`config.mk`:
```
export PLATFORM = sky130hd
export DESIGN_NAME = alu_arbiter
export DESIGN_NICKNAME = d
export VERILOG_FILES = /design/src/rtl/alu_pkg.sv /design/src/rtl/alu_arbiter_alu.sv /design/src/rtl/alu_arbiter.sv
export SDC_FILE = /design/constraint.sdc
export NUM_CORES = 1
export LEC_CHECK = 0
export CAP_MARGIN = 20
export CORE_ASPECT_RATIO = 0.75
export CORE_MARGIN = 8
export CORE_UTILIZATION = 40
export CTS_BUF_LIST = sky130_fd_sc_hd__clkbuf_8
export DETAILED_ROUTE_END_ITERATION = 12
export GPL_TIMING_DRIVEN = 1
export PLACE_DENSITY = 0.71
export SKIP_CTS_REPAIR_TIMING = 1
export SYNTH_ARGS = -nofsm -noshare
export SYNTH_HDL_FRONTEND = slang
export SYNTH_HIERARCHICAL = 1
export SYNTH_SLANG_ARGS = --single-unit
```
`constraint.sdc`:
```
create_clock -name clk -period 5 [get_ports clk]
set_input_delay 0.5 -clock clk [delete_from_list [all_inputs] [get_ports clk]]
set_output_delay 0.5 -clock clk [all_outputs]
set_load 0.005 [all_outputs]
```
`src/rtl/alu_pkg.sv`:
```
// Shared definitions for the ALU arbiter slice: opcodes, default width,
// slot state encoding and the opcode legality screen.
package alu_pkg;

    localparam int SIZE = 32;

    localparam logic [3:0] OP_AND = 4'b0000;
    localparam logic [3:0] OP_OR  = 4'b0001;
    localparam logic [3:0] OP_ADD = 4'b0010;
    localparam logic [3:0] OP_SUB = 4'b0110;
    localparam logic [3:0] OP_SLT = 4'b0111;
    localparam logic [3:0] OP_NOR = 4'b1100;

    typedef enum logic {
        SLOT_EMPTY = 1'b0,
        SLOT_FULL  = 1'b1
    } slot_state_t;

    // True only for the opcodes the ALU implements.
    function automatic logic op_is_legal(input logic [3:0] op);
        logic legal;
        case (op)
            OP_AND, OP_OR, OP_ADD, OP_SUB, OP_SLT, OP_NOR: legal = 1'b1;
            default:                                       legal = 1'b0;
        endcase
        return legal;
    endfunction

endpackage

```
`src/rtl/alu_arbiter_alu.sv`:
```
// Purely combinational ALU shared by both requesters. Unknown opcodes
// produce a zero result; the arbiter screens them before they get here.
module alu_arbiter_alu
    import alu_pkg::*;
#(
    parameter int SIZE = alu_pkg::SIZE
) (
    input  logic [SIZE-1:0] rd1,
    input  logic [SIZE-1:0] rd2,
    input  logic [3:0]      op,
    output logic [SIZE-1:0] rez,
    output logic            zero
);

    // Decode the opcode and compute the result; SLT is inverted and NOR is a
    // logical (single-bit) NOR, both returned zero-extended.
    always_comb begin
        rez = '0;
        case (op)
            OP_AND: rez = rd1 & rd2;
            OP_OR:  rez = rd1 | rd2;
            OP_ADD: rez = rd1 + rd2;
            OP_SUB: rez = rd1 - rd2;
            OP_SLT: rez = (rd1 < rd2) ? '0 : SIZE'(1);
            OP_NOR: rez = ((rd1 | rd2) == '0) ? SIZE'(1) : '0;
            default: rez = '0;
        endcase
    end

    assign zero = (rez == '0);

endmodule

```
`src/rtl/alu_arbiter.sv`:
```
// Round-robin arbiter sharing one ALU between two valid/ready requesters,
// with a single registered response slot that supports full throughput.
module alu_arbiter
    import alu_pkg::*;
#(
    parameter int SIZE = alu_pkg::SIZE
) (
    input  logic            clk,
    input  logic            reset,
    input  logic            req0_valid,
    output logic            req0_ready,
    input  logic [SIZE-1:0] req0_a,
    input  logic [SIZE-1:0] req0_b,
    input  logic [3:0]      req0_op,
    input  logic            req1_valid,
    output logic            req1_ready,
    input  logic [SIZE-1:0] req1_a,
    input  logic [SIZE-1:0] req1_b,
    input  logic [3:0]      req1_op,
    output logic            rsp_valid,
    input  logic            rsp_ready,
    output logic            rsp_id,
    output logic [SIZE-1:0] rsp_rez,
    output logic            rsp_zero,
    output logic            rsp_err
);

    slot_state_t     state;
    slot_state_t     state_next;
    logic            rr_ptr;
    logic            grant;
    logic            any_valid;
    logic            can_accept;
    logic            accept;
    logic            op_legal;
    logic [SIZE-1:0] alu_a;
    logic [SIZE-1:0] alu_b;
    logic [3:0]      alu_op;
    logic [3:0]      sel_op;
    logic [SIZE-1:0] alu_rez;
    logic            alu_zero;

    assign rsp_valid  = (state == SLOT_FULL);
    assign can_accept = !reset && ((state == SLOT_EMPTY) || (rsp_valid && rsp_ready));
    assign any_valid  = req0_valid || req1_valid;

    // Pick the winner: a lone requester wins outright, a tie goes to rr_ptr.
    always_comb begin
        grant = 1'b0;
        if (req0_valid && !req1_valid) begin
            grant = 1'b0;
        end else if (req1_valid && !req0_valid) begin
            grant = 1'b1;
        end else if (req0_valid && req1_valid) begin
            grant = rr_ptr;
        end
    end

    assign req0_ready = can_accept && any_valid && (grant == 1'b0);
    assign req1_ready = can_accept && any_valid && (grant == 1'b1);
    assign accept     = req0_ready || req1_ready;

    // Route the winner's operands to the ALU; idle or illegal cycles feed
    // zeros / AND so the ALU never sees stale or unsupported inputs.
    always_comb begin
        alu_a    = '0;
        alu_b    = '0;
        alu_op   = OP_AND;
        sel_op   = OP_AND;
        op_legal = 1'b1;
        if (accept) begin
            sel_op   = grant ? req1_op : req0_op;
            op_legal = op_is_legal(sel_op);
            if (op_legal) begin
                alu_a  = grant ? req1_a : req0_a;
                alu_b  = grant ? req1_b : req0_b;
                alu_op = sel_op;
            end
        end
    end

    alu_arbiter_alu #(
        .SIZE (SIZE)
    ) u_alu (
        .rd1  (alu_a),
        .rd2  (alu_b),
        .op   (alu_op),
        .rez  (alu_rez),
        .zero (alu_zero)
    );

    // Slot occupancy: fill on accept, empty on drain without a refill.
    always_comb begin
        state_next = state;
        case (state)
            SLOT_EMPTY: if (accept) state_next = SLOT_FULL;
            SLOT_FULL:  if (rsp_ready && !accept) state_next = SLOT_EMPTY;
            default:    state_next = SLOT_EMPTY;
        endcase
    end

    // Slot register and round-robin pointer; contents only change on accept,
    // which keeps them frozen while the consumer is stalling.
    always_ff @(posedge clk) begin
        if (reset) begin
            state    <= SLOT_EMPTY;
            rr_ptr   <= 1'b0;
            rsp_id   <= 1'b0;
            rsp_rez  <= '0;
            rsp_zero <= 1'b0;
            rsp_err  <= 1'b0;
        end else begin
            state <= state_next;
            if (accept) begin
                rr_ptr <= ~grant;
                rsp_id <= grant;
                if (op_legal) begin
                    rsp_rez  <= alu_rez;
                    rsp_zero <= alu_zero;
                    rsp_err  <= 1'b0;
                end else begin
                    rsp_rez  <= '0;
                    rsp_zero <= 1'b0;
                    rsp_err  <= 1'b1;
                end
            end
        end
    end

endmodule

```
==> flow_summary.toml <==
[run_status]
outcome = "complete, but fails checks"
violations = "negative setup slack"

[global_routing]
overflow = 0
grt_pass1_vias = 10360
grt_max_degree = 36
grt_usage_pct = 30.32
grt_pass1_wl_mm = 60.73
antenna_found_initial = 0

[clocking]
cts.clk_slew.worst_paths_ns = 0.11
cts.sinks = 37
root_buffer = "clkbuf_8"
cts_made_buffers = 5
tritoncts = "built"
clockBufferDepth = 2
clk_latency_ns = 0.33
htreeDepth = 2

[synthesis]
synth_nets = 1327
syn_area_mm2 = 0.008170
ys.warnings.count = 6
seq_area_frac_synth_pct = 9.066
avgSynthCellArea_um2 = 7.572
synth_edf_count = 0
syn_inst = 1079
synth-seq-cells = 37
yosys.cell_types.count = 95
async_flop_share_pct = 0
synth-main-ff-cell = "dfxtp_1"

[routing]
routed_wirelength_mm = 45.35
vias = 11460
viasPerCell = 6.075
drt_iter0_drc = 1500
antenna_left = 0
avgRoutedWirePerCell_um = 24.03
drc = 0
drt_first_pass_iters = 5

[power_and_ir_drop]
leakagePower_nw = 6.390
total_power_mw = 2.335
vdd_drop_max_uv = 142.4
power_density_mw_per_mm2 = 161.6

[timing]
fin_crit_ns = 5.121
worstMarginPinSlew_ns = 0.6991
rsz0062_at_grt = "yes"
relSlewSlack_pct = 53.11
slew_viol_final = 0
hold_viol = 0
clock.fmax_mhz = 195.3
tns_ns = -0.1213
setup_ws_ns = -0.1213
period_share_pct = 102.4
setup_viol = 1
skew_ns = 0.03302

[placement]
dp_hpwl_mm = 33.08
placed_cell_area_mm2 = 0.01287
routabilityCongestion = 1.013
portBuffers = 178

[critical_path]
reg2reg_to = "rsp_zero$_SDFFE_PP0P_"
max_stage_delay_ns = 0.49
crit_family = "simple AND/OR/NAND/NOR gates"
cp_num_buf_inv = 6
required_ns = 5.28
cp.arrival_ns = 5.41
cp_max_fo = 5
cp-end-kind = "register"
startpoint_type = "register"
reg2reg_from = "rr_ptr$_SDFFE_PP0P_"
critical_path.slowest_cell = "or4_4"
crit_chain = "buf_4, o21ai_4, buf_6, clkbuf_16, buf_4, mux2i_1, nor3_1, inv_1, ha_4, nand4_1, or4_4, a211oi_2, buf_4, o31ai_4, a21oi_2, o21ai_2, a221o_1, or2_1, or4_4, a211o_1, nor4_2, a32o_1"
critPathKind = "register to register"
rr_worst_depth = 22
r2r_slack_ns = -0.12
path_common_cell = "buf_4"

[finish]
final_nets = 1876
mostFrequentLayoutCell = "buf_4"
layout-drive-gt1-share_pct = 40.27
diodes = 0
layout_common_cells = "413 x buf_4, 166 x clkdlybuf4s50_1, 80 x ha_1"
area_growth_pct = 76.86
final_cell_area_mm2 = 0.01445

[floorplan]
start_util_pct = 40.53
die_y_um = 139.8
ios = 179
dieArea_mm2 = 0.02530
rows = 45
core_mm2 = 0.02016
die_w_um = 181.0

[min_path]
min_to = "rsp_valid$_SDFF_PP0_"
holdPathStages = 3
holdCritPathClass = "input port to register"
min-delay-start = "req0_valid"

[run]
drv_cap = 0
[worst max path at each step]
stage / to / cells past startpoint / startpoint
finish: rsp_zero$_SDFFE_PP0P_ / 22 / rr_ptr$_SDFFE_PP0P_
CTS: rsp_zero$_SDFFE_PP0P_ / 21 / req0_valid
global placement: rsp_zero$_SDFFE_PP0P_ / 21 / req0_valid
global route: rsp_zero$_SDFFE_PP0P_ / 22 / rr_ptr$_SDFFE_PP0P_
detailed placement: rsp_zero$_SDFFE_PP0P_ / 21 / req0_valid
floorplan: rsp_zero$_SDFFE_PP0P_ / 21 / req0_op[1]
[tightest hold or removal path, delay by kind of cell]
family	cells	cell delay (ns)
AND/OR/NAND/NOR	2	0.16
buffers and inverters	1	0.13
[synth_stat cells, drive strengths merged (14+ instances only)]
master / n / area (um^2)
buf: 37 / 267.8
o21ai: 65 / 332.8
a21oi: 71 / 359.1
mux2i: 72 / 720.7
nand2: 69 / 261.5
a32o: 33 / 330.3
o22ai: 18 / 112.6
nand4: 16 / 100.1
o211ai: 14 / 105.1
nor2b: 15 / 93.84
a21o: 15 / 117.6
ha: 105 / 1314
nor2: 73 / 274.0
clkbuf: 36 / 265.3
nor3: 96 / 640.6
xnor2: 21 / 183.9
dfxtp: 37 / 740.7
inv: 93 / 349.1
[layout make-up]
| type | instances | area [um^2] |
|---|---|---|
| Multi-Input combinational cell | 873 | 7548 |
| Fill cell | 1513 | 5707 |
| Timing Repair Buffer | 616 | 5359 |
| Sequential cell | 37 | 743.2 |
| Inverter | 95 | 356.6 |
| Tap cell | 258 | 322.8 |
| Clock buffer | 6 | 82.58 |
| Clock inverter | 2 | 37.54 |
[flip-flops by register name (all words and copies together), names as in the netlist]
name       flops
rsp_valid      1
rsp_err        1
rsp_zero       1
rsp_rez       32
rsp_id         1
rr_ptr         1
[per-layer routing]
| metal | vias up | global-route usage (%) | part of all wire (%) |
|---|---|---|---|
| met4 | 0 | 4.520 | 2.4 |
| met3 | 84 | 9.103 | 12 |
| met5 | - | 0 | 0 |
| met1 | 5494 | 45.67 | 45 |
| met2 | 788 | 41.55 | 40 |
| li1 | 5097 | - | - |
[through the flow]
stage | worst slack (ns) | instances | hold WS, ns | utilization, %
final | -0.1213 | 1887 | 0.4743 | 71.69
after detailed placement | -1.014 | 1834 | 0.4552 | 63.83
after global routing | -0.1967 | 1887 | 0.4938 | 71.69
after CTS | -0.7093 | 1842 | 0.4799 | 64.43
after floorplan | 0.04345 | 1079 | 0.4467 | -
after global placement | -0.9653 | 1833 | 0.4476 | 63.69
[report_power, final]
group	switching [mW]	internal (mW)
combinational	0.871	0.854
clock	0.136	0.163
sequential	0.00708	0.305
total	1.01	1.32
[cell families after synthesis]
| kind of cell | Yosys count | share of synthesized area (%) |
|---|---|---|
| XOR/XNOR | 26 | 2.787 |
| buffers and inverters | 169 | 11.01 |
| AND/OR/NAND/NOR | 338 | 22.59 |
| multiplexers | 72 | 8.821 |
| AO/OA/AOI/OAI | 330 | 29.16 |
| adder cells (fa/ha/maj) | 107 | 16.57 |
| flip-flops | 37 | 9.066 |
Note: power is estimated with default switching activity, not from simulation.
